[config.mk]
export PLATFORM = sky130hd
export DESIGN_NAME = notch_seq_ctrl_flat
export DESIGN_NICKNAME = d
export VERILOG_FILES = /design/src/rtl/notch_ctrl_pkg.sv /design/src/rtl/notch_seq_ctrl_if.sv /design/src/rtl/seq_watchdog.sv /design/src/rtl/notch_seq_ctrl.sv /design/src/flat_wrapper.sv
export SDC_FILE = /design/constraint.sdc
export NUM_CORES = 1
export LEC_CHECK = 0
export ABC_AREA = 0
export CAP_MARGIN = 30
export CORE_UTILIZATION = 48
export CTS_CLUSTER_DIAMETER = 200
export DETAILED_ROUTE_END_ITERATION = 10
export GPL_TIMING_DRIVEN = 0
export PLACE_DENSITY = 0.79
export SYNTH_ARGS = -nofsm -noshare
export SYNTH_HDL_FRONTEND = slang
export SYNTH_SLANG_ARGS = --single-unit
[constraint.sdc]
create_clock -name clk -period 2.8 [get_ports clk]
set_clock_uncertainty 0.05 [all_clocks]
set_input_delay 0.42 -clock clk [delete_from_list [all_inputs] [get_ports clk]]
set_output_delay 0.42 -clock clk [all_outputs]
set_load 0.01 [all_outputs]
[src/rtl/notch_ctrl_pkg.sv]
// Shared definitions for the notch filter sample sequencer: FSM state
// encoding and default sizing constants.
package notch_ctrl_pkg;

    typedef enum logic [1:0] {
        IDLE = 2'd0,
        LOAD = 2'd1,
        WAIT = 2'd2,
        BYP  = 2'd3
    } state_e;

    localparam int DEF_DATA_SIZE = 24;
    localparam int DEF_TIMEOUT   = 255;
    localparam int DEF_CNT_W     = 16;

endpackage

[src/rtl/notch_seq_ctrl_if.sv]
// Bundle of the converter-side, filter-side and status signals around the
// sequencer; slave is the sequencer, master is whatever surrounds it.
interface notch_seq_ctrl_if
    import notch_ctrl_pkg::*;
#(
    parameter int DATA_SIZE = DEF_DATA_SIZE,
    parameter int CNT_W     = DEF_CNT_W
) ();

    logic [DATA_SIZE-1:0] in_data;
    logic                 in_stb;
    logic                 bypass;
    logic [DATA_SIZE-1:0] flt_data_in;
    logic                 flt_sample;
    logic [DATA_SIZE-1:0] flt_data_out;
    logic                 flt_done;
    logic [DATA_SIZE-1:0] out_data;
    logic                 out_stb;
    logic                 busy;
    logic [CNT_W-1:0]     overrun_cnt;
    logic                 timeout_err;
    logic                 clear_err;

    modport slave (
        input  in_data, in_stb, bypass, flt_data_out, flt_done, clear_err,
        output flt_data_in, flt_sample, out_data, out_stb, busy,
               overrun_cnt, timeout_err
    );

    modport master (
        output in_data, in_stb, bypass, flt_data_out, flt_done, clear_err,
        input  flt_data_in, flt_sample, out_data, out_stb, busy,
               overrun_cnt, timeout_err
    );

endinterface

[src/rtl/seq_watchdog.sv]
// Completion watchdog: cleared when the filter is triggered, counts while
// waiting, and flags expiry once the count reaches TIMEOUT-1.
module seq_watchdog
    import notch_ctrl_pkg::*;
#(
    parameter int TIMEOUT = DEF_TIMEOUT
) (
    input  logic clk,
    input  logic reset,
    input  logic clear_i,
    input  logic enable_i,
    output logic expire_o
);

    localparam int CW = $clog2(TIMEOUT);
    localparam logic [CW-1:0] LAST = CW'(TIMEOUT - 1);

    logic [CW-1:0] cnt_q, cnt_d;

    // Holds at LAST so a stalled filter never wraps back to a fresh window.
    always_comb begin
        cnt_d = cnt_q;
        if (clear_i) begin
            cnt_d = '0;
        end else if (enable_i && (cnt_q != LAST)) begin
            cnt_d = cnt_q + 1'b1;
        end
    end

    always_ff @(posedge clk or negedge reset) begin
        if (!reset) begin
            cnt_q <= '0;
        end else begin
            cnt_q <= cnt_d;
        end
    end

    assign expire_o = enable_i && (cnt_q == LAST);

endmodule

[src/rtl/notch_seq_ctrl.sv]
// Sample sequencer in front of the adaptive notch filter: loads each sample,
// triggers the filter, waits with a watchdog and emits one result strobe.
module notch_seq_ctrl
    import notch_ctrl_pkg::*;
#(
    parameter int DATA_SIZE = DEF_DATA_SIZE,
    parameter int TIMEOUT   = DEF_TIMEOUT,
    parameter int CNT_W     = DEF_CNT_W
) (
    input  logic            clk,
    input  logic            reset,
    notch_seq_ctrl_if.slave bus
);

    state_e               state_q, state_d;
    logic [DATA_SIZE-1:0] hold_q, hold_d;
    logic [DATA_SIZE-1:0] flt_in_q, flt_in_d;
    logic [DATA_SIZE-1:0] out_data_q, out_data_d;
    logic                 out_stb_q, out_stb_d;
    logic                 done_q;
    logic                 terr_q, terr_d, terr_set;
    logic [CNT_W-1:0]     ovr_q, ovr_d;
    logic                 wd_clear, wd_en, wd_expire, complete;

    assign wd_clear = (state_q == LOAD);
    assign wd_en    = (state_q == WAIT);
    // Only a fresh rising edge counts; a level left over from the previous
    // sample must not complete the current one.
    assign complete = wd_en && bus.flt_done && !done_q;

    seq_watchdog #(
        .TIMEOUT (TIMEOUT)
    ) u_watchdog (
        .clk      (clk),
        .reset    (reset),
        .clear_i  (wd_clear),
        .enable_i (wd_en),
        .expire_o (wd_expire)
    );

    always_comb begin
        state_d    = state_q;
        hold_d     = hold_q;
        flt_in_d   = flt_in_q;
        out_data_d = out_data_q;
        out_stb_d  = 1'b0;
        terr_set   = 1'b0;
        case (state_q)
            IDLE: begin
                if (bus.in_stb) begin
                    hold_d = bus.in_data;
                    if (bus.bypass) begin
                        state_d = BYP;
                    end else begin
                        flt_in_d = bus.in_data;
                        state_d  = LOAD;
                    end
                end
            end
            LOAD: state_d = WAIT;
            WAIT: begin
                // Completion takes priority over a same-cycle watchdog expiry.
                if (complete) begin
                    out_data_d = bus.flt_data_out;
                    out_stb_d  = 1'b1;
                    state_d    = IDLE;
                end else if (wd_expire) begin
                    out_data_d = hold_q;
                    out_stb_d  = 1'b1;
                    terr_set   = 1'b1;
                    state_d    = IDLE;
                end
            end
            BYP: begin
                out_data_d = hold_q;
                out_stb_d  = 1'b1;
                state_d    = IDLE;
            end
            default: state_d = IDLE;
        endcase
    end

    // Strobes outside IDLE are dropped; clear_err overrides both counters.
    always_comb begin
        ovr_d  = ovr_q;
        terr_d = terr_q | terr_set;
        if (bus.in_stb && (state_q != IDLE) && (ovr_q != '1)) begin
            ovr_d = ovr_q + 1'b1;
        end
        if (bus.clear_err) begin
            ovr_d  = '0;
            terr_d = 1'b0;
        end
    end

    always_ff @(posedge clk or negedge reset) begin
        if (!reset) begin
            state_q    <= IDLE;
            hold_q     <= '0;
            flt_in_q   <= '0;
            out_data_q <= '0;
            out_stb_q  <= 1'b0;
            done_q     <= 1'b0;
            terr_q     <= 1'b0;
            ovr_q      <= '0;
        end else begin
            state_q    <= state_d;
            hold_q     <= hold_d;
            flt_in_q   <= flt_in_d;
            out_data_q <= out_data_d;
            out_stb_q  <= out_stb_d;
            done_q     <= bus.flt_done;
            terr_q     <= terr_d;
            ovr_q      <= ovr_d;
        end
    end

    assign bus.flt_data_in = flt_in_q;
    assign bus.flt_sample  = (state_q == LOAD);
    assign bus.out_data    = out_data_q;
    assign bus.out_stb     = out_stb_q;
    assign bus.busy        = (state_q != IDLE);
    assign bus.overrun_cnt = ovr_q;
    assign bus.timeout_err = terr_q;

endmodule

[src/flat_wrapper.sv]
// flat-port wrapper written by rule: the top's interface ports become plain ports
module notch_seq_ctrl_flat import notch_ctrl_pkg::*;
#(
    parameter int DATA_SIZE = DEF_DATA_SIZE,
    parameter int TIMEOUT   = DEF_TIMEOUT,
    parameter int CNT_W     = DEF_CNT_W
)
  (clk, reset, bus_in_data, bus_in_stb, bus_bypass, bus_flt_data_out, bus_flt_done, bus_clear_err, bus_flt_data_in, bus_flt_sample, bus_out_data, bus_out_stb, bus_busy, bus_overrun_cnt, bus_timeout_err);
  notch_seq_ctrl_if #(.DATA_SIZE(DATA_SIZE), .CNT_W(CNT_W)) bus_i ();
  input  logic clk;
  input  logic reset;
  input wire logic [$bits(bus_i.in_data)-1:0] bus_in_data;
  input wire logic [$bits(bus_i.in_stb)-1:0] bus_in_stb;
  input wire logic [$bits(bus_i.bypass)-1:0] bus_bypass;
  input wire logic [$bits(bus_i.flt_data_out)-1:0] bus_flt_data_out;
  input wire logic [$bits(bus_i.flt_done)-1:0] bus_flt_done;
  input wire logic [$bits(bus_i.clear_err)-1:0] bus_clear_err;
  output wire logic [$bits(bus_i.flt_data_in)-1:0] bus_flt_data_in;
  output wire logic [$bits(bus_i.flt_sample)-1:0] bus_flt_sample;
  output wire logic [$bits(bus_i.out_data)-1:0] bus_out_data;
  output wire logic [$bits(bus_i.out_stb)-1:0] bus_out_stb;
  output wire logic [$bits(bus_i.busy)-1:0] bus_busy;
  output wire logic [$bits(bus_i.overrun_cnt)-1:0] bus_overrun_cnt;
  output wire logic [$bits(bus_i.timeout_err)-1:0] bus_timeout_err;
  assign bus_i.in_data = bus_in_data;
  assign bus_i.in_stb = bus_in_stb;
  assign bus_i.bypass = bus_bypass;
  assign bus_i.flt_data_out = bus_flt_data_out;
  assign bus_i.flt_done = bus_flt_done;
  assign bus_i.clear_err = bus_clear_err;
  assign bus_flt_data_in = bus_i.flt_data_in;
  assign bus_flt_sample = bus_i.flt_sample;
  assign bus_out_data = bus_i.out_data;
  assign bus_out_stb = bus_i.out_stb;
  assign bus_busy = bus_i.busy;
  assign bus_overrun_cnt = bus_i.overrun_cnt;
  assign bus_timeout_err = bus_i.timeout_err;
  notch_seq_ctrl #(.DATA_SIZE(DATA_SIZE), .TIMEOUT(TIMEOUT), .CNT_W(CNT_W)) u_core (.clk(clk), .reset(reset), .bus(bus_i));
endmodule
# After elaboration in Yosys (flattened, before gate mapping)
# Index checks and enable logic that the tools add are counted.
# totals
output_inout_bits	68
regBits	101
in_bits	54
# classes
bitwise_logic	2
muxes	18
eq_ne	8
reduce_logical	16
addsub	2
# ops
cell	count
$mux W24	2
$pmux W24 S2	1
$mux W16	2
$add A16 B1 Y16 const B	1
$mux W8	2
$ne A16 B16 Y1 const B	1
$add A8 B1 Y8 const B	1
$eq A8 B8 Y1 const B	1
$mux W2	4
$ne A8 B8 Y1 const B	1
$pmux W2 S4	1
$reduce_bool A2 Y1	4
$logic_and A1 B1 Y1	6
$reduce_and A2 Y1	3
$mux W1	5
$eq A2 B2 Y1 const B	2
$ne A3 B1 Y1 const B	1
$reduce_and A3 Y1	1
$eq A2 B1 Y1 const B	1
$logic_not A2 Y1	1
$ne A2 B2 Y1 const B	1
$pmux W1 S2	1
$logic_not A1 Y1	1
$not A1 Y1	1
$or A1 B1 Y1	1

# Depth between registers and ports, before layout
# logic_depth
word_depth	7
depth_mapped	8
ltp_nobuf	6

# By module
# Synthesis repeated with hierarchy kept, for this count alone.
# hier_totals
hier_cells	369
area_unflattened_um2	4515.6
# by_module_without_submodules
mod	cells_each	area_per_inst_um2	n_inst	seq_area_each_um2
notch_seq_ctrl	322	4016.4	1	2327.2
seq_watchdog	47	499.2	1	200.2

# Worst setup path after synthesis
# OpenSTA, ideal clock, no wires.
# synth_path
path_kind	reg2reg
start	reg u_core.state_q[0]
end	reg u_core.out_data_q[10] (netlist: u_core.bus.out_data[10])
stages_incl_launch_ff	6
t_required_ps	2625
t_arrival_ps	1875
synth_period_minus_slack_ps	2050
path_slack_ps	750
setup_time_ps	125
path_cell_list	dfrtp_1 nand2b_1 nor3b_2 buf_2 mux2_2 mux2_2
# synth_between
elab_chain_cells	5
elab_cells_between_ends	10
cone_classes	eq/ne (3); mux (2); reduce/logical (5)
# synth_lines
item	line	source
from (decl)	notch_seq_ctrl.sv:15	state_e state_q, state_d;
from (signal assigned)	notch_seq_ctrl.sv:107	state_q <= state_d;
$eq A2 B2 Y1	notch_seq_ctrl.sv:26, notch_seq_ctrl.sv:48	
$logic_and A1 B1 Y1 (2 in a row)	notch_seq_ctrl.sv:29	assign complete = wd_en && bus.flt_done && !done_q;
$mux W24 / $ne A3 B1 Y1 (equally long branches)	n/a	
$pmux W24 S2 / $reduce_and A2 Y1 (equally long branches)	n/a	
to (signal assigned)	notch_seq_ctrl.sv:110	out_data_q <= out_data_d;
to (decl)	notch_seq_ctrl.sv:18	logic [DATA_SIZE-1:0] out_data_q, out_data_d;
# Parallel ways exist; a longest one is shown, timed or not.
# A chain may end at the register's enable or synchronous reset.

# Final worst setup path
# layout_path
start	reg u_core.state_q[0]
end	reg u_core.out_data_q[15] (netlist: u_core.bus.out_data[15])
# The elaborated chain is that of the path after synthesis.

==> results.txt <==
Bufs and invs on worst path = 1
Port Buffers = 121
Seq/Total Area, Yosys = 55.8%
Tcrit/Tclk final = 85.6%
GR Util All Layers = 21.0%
Worst vdd ir = 0.000599 V
Placed Cells = 579
Leak Pwr = 2.48 nW
Final setup viols = 0
Hold Path Class = flop to flop
CTS tree = yes
Minimum clock period = 2.40 ns
First-pass GRT wire length = 16100 um
Power Dens Cells = 916 nW/um2
Nets = 537
Flops & latches, synth = 101
Sink Count = 101
Core Util, Final = 66.2%
Startpoint types = flop
GP Congestion = 0.803
Arr. time, crit path = 2.60 ns
Synthesized cell area = 4530 um2
Clk_lat worst skew = 0.36 ns
Crit-path cells = nand2b_1, nor3b_2, buf_2, mux2_2, mux2_2
Initial antenna violation count = 0
RSZ-0062 raised after global routing = false
Layout cell share with drive strength beyond 1 = 27.3%
Syn nets = 403
Worst Tran Pin Value = 0.616 ns
Largest net degree at the start of global routing = 72
Slowest cell on crit path = nor3b_2
Hold WS = 0.453 ns
Vias in the first global route = 3267
Post-CTS sizing = 0
Vias per cell = 5.42
Drt first pass iters = 4
DRC viols = 0
Die height = 99.2 um
Hold Fails Final Rpt = 0
Non-filler instance count after layout = 595
Most frequent CP cell = mux2_2
Grt total ovfl = 0
Post-DP HPWL = 7090 um
Synthesis Warnings = 0
Slowest stage delay, CP = 0.52 ns
Num CTS Buffers = 9
Area growth from synthesis to layout = 34.4%
ANT cells = 0
Starting Density = 49.3%
Routed Antenna Nets = 0
Max-cap violations = 0
Floorplan die area = 9840 um2
Via Count = 3227
Mapped Cells = 346
H-tree Lvls = 3
Rel. slew slack = 58.9%
Core ar. = 9200 um2
Clk root buf = clkbuf_8
Die X = 99.2 um
Cell variety after synth = 38
Fill cell count = 687
Outcome = completed
Routed len/inst = 16.4 um
Worst Setup Path Type = flop to flop
Cell family with most CP delay = simple AND/OR/NAND/NOR gates
CTS clk-pin slew, worst paths = 0.09 ns
Row cnt = 35
CP required = 3.01 ns
CP endpoint kind = flop
Initial DRC count = 72
WL final = 9780 um
Syn Area/Cell = 13.1 um2
Clk buf depth = 2
Fmax = 417 MHz
Maximum fanout along the worst path = 10
Max-slew violations = 0
Top Ports = 122
final timing paths:
kind / depth (start not counted) / end / startpoint / slack (ns)
min: 1 / u_core.u_watchdog.cnt_q[7] / u_core.u_watchdog.cnt_q[7] / 0.45
min in group asynchronous: 2 / u_core.bus.flt_data_in[18] / reset / 0.48
max in group asynchronous: 3 / u_core.hold_q[11] / reset / 1.53
min reg2reg: 1 / u_core.u_watchdog.cnt_q[7] / u_core.u_watchdog.cnt_q[7] / 0.45
max reg2reg: 5 / u_core.bus.out_data[15] / u_core.state_q[0] / 0.40
max: 5 / u_core.bus.out_data[15] / u_core.state_q[0] / 0.40
timing repair:
action | in CTS | in global routing
hold buffers | 1 | 0
hold endpoints to repair | 30 | 0
setup buffers | 0 | 0
power by group:
| group | leakage [nW] | switching, mW | total [mW] | internal (mW) |
|---|---|---|---|---|
| sequential | 1.25 | 0.336 | 2.39 | 2.05 |
| clock | 0.0902 | 0.498 | 0.848 | 0.350 |
| combinational | 1.14 | 0.860 | 2.34 | 1.48 |
registers in the layout, summed over array words and instances (netlist names):
signal and flops:
u_core.bus.flt_data_in 24, u_core.bus.out_data 24, u_core.hold_q 24, u_core.bus.overrun_cnt 16, u_core.u_watchdog.cnt_q 8, u_core.state_q 2
u_core.bus.out_stb 1, u_core.bus.timeout_err 1, u_core.done_q 1
metal layers:
layer	GRT usage, %	up-vias	part of all wire (%)
met5	0	-	0
met4	7.69	0	1.7
met3	5.48	15	5.3
met2	35.0	90	50
met1	26.7	1598	43
li1	-	1524	-
cell type report:
class                      count  area [um2]  area share (%)
clock inverter                 4        31.3           0.514
multi-input combinational    219        1890            31.0
buffer                        17        83.8            1.38
tap                          111         139            2.28
timing repair buffer         123        1250            20.5
clock buffer                  11         141            2.32
sequential                   101        2530            41.5
inverter                       9        33.8           0.555
stage by stage:
step | total power [mW] | setup TNS, ns | cell area [um2] | setup slack (ns)
2_1_floorplan | 3.64 | 0 | 4530 | 0.750
3_3_place_gp | 4.69 | -255.26 | 5880 | -2.54
3_5_place_dp | 4.79 | 0 | 5910 | 0.189
4_1_cts | 5.65 | 0 | 6090 | 0.390
5_1_grt | 5.91 | 0 | 6090 | 0.254
6_report | 5.58 | 0 | 6090 | 0.403
cell usage after synthesis:
| cell | number | share of area, % |
|---|---|---|
| a211oi_1 | 3 | 0.50 |
| a21o_1 | 1 | 0.17 |
| a21oi_1 | 13 | 1.4 |
| and2_1 | 1 | 0.14 |
| and2b_1 | 1 | 0.17 |
| and3_1 | 1 | 0.14 |
| and4_1 | 2 | 0.39 |
| buf_1 | 1 | 0.083 |
| buf_2 | 7 | 0.77 |
| buf_4 | 3 | 0.50 |
| clkbuf_1 | 6 | 0.50 |
| dfrtp_1 | 101 | 56 |
| ha_1 | 3 | 0.83 |
| inv_1 | 9 | 0.75 |
| mux2_2 | 103 | 26 |
| mux2i_1 | 4 | 0.88 |
| nand2_1 | 8 | 0.66 |
| nand2b_1 | 2 | 0.28 |
| nand3_1 | 12 | 1.3 |
| nand4_1 | 6 | 0.83 |
| nor2_1 | 10 | 0.83 |
| nor2b_1 | 7 | 0.97 |
| nor3_1 | 2 | 0.22 |
| nor3b_1 | 1 | 0.17 |
| nor3b_2 | 1 | 0.28 |
| nor4_1 | 4 | 0.55 |
| nor4b_1 | 1 | 0.19 |
| o211ai_1 | 1 | 0.17 |
| o21ai_0 | 6 | 0.66 |
| o21ai_2 | 1 | 0.19 |
| o21bai_1 | 1 | 0.17 |
| o31a_1 | 1 | 0.19 |
| o31ai_1 | 7 | 1.2 |
| or3_1 | 5 | 0.69 |
| or3b_2 | 1 | 0.19 |
| or4_1 | 8 | 1.3 |
| xnor2_1 | 1 | 0.19 |
| xor2_1 | 1 | 0.19 |
cell usage in the layout (no fill, tap or decap), types with 2 or more instances in the layout:
cell type	instances
nor4_1	4
a211oi_1	3
nor3_1	2
mux2i_1	4
nor2b_1	7
or3_1	5
nand3_1	12
clkdlybuf4s50_1	120
inv_6	2
o21ai_0	6
nor2_1	10
nand4_1	6
mux2_2	103
buf_2	7
o31ai_1	7
or4_1	8
clkbuf_8	10
nand2b_1	2
clkbuf_1	7
buf_4	4
inv_1	9
ha_1	3
dfrtp_1	101
a21oi_1	13
nand2_1	8
and4_1	2
cells by family (layout without fill, tap and decap cells):
logic type      Yosys count  after routing  synth area share (%)
mux                     107            107                  26.5
flops                   101            101                  55.8
simple gates             73             73                  9.33
compound gates           34             34                  4.64
buf+inv                  26            164                  2.59
fa+ha+maj                 3              3                 0.828
xor+xnor                  2              2                 0.386
Power figures use the tool's default switching activity.
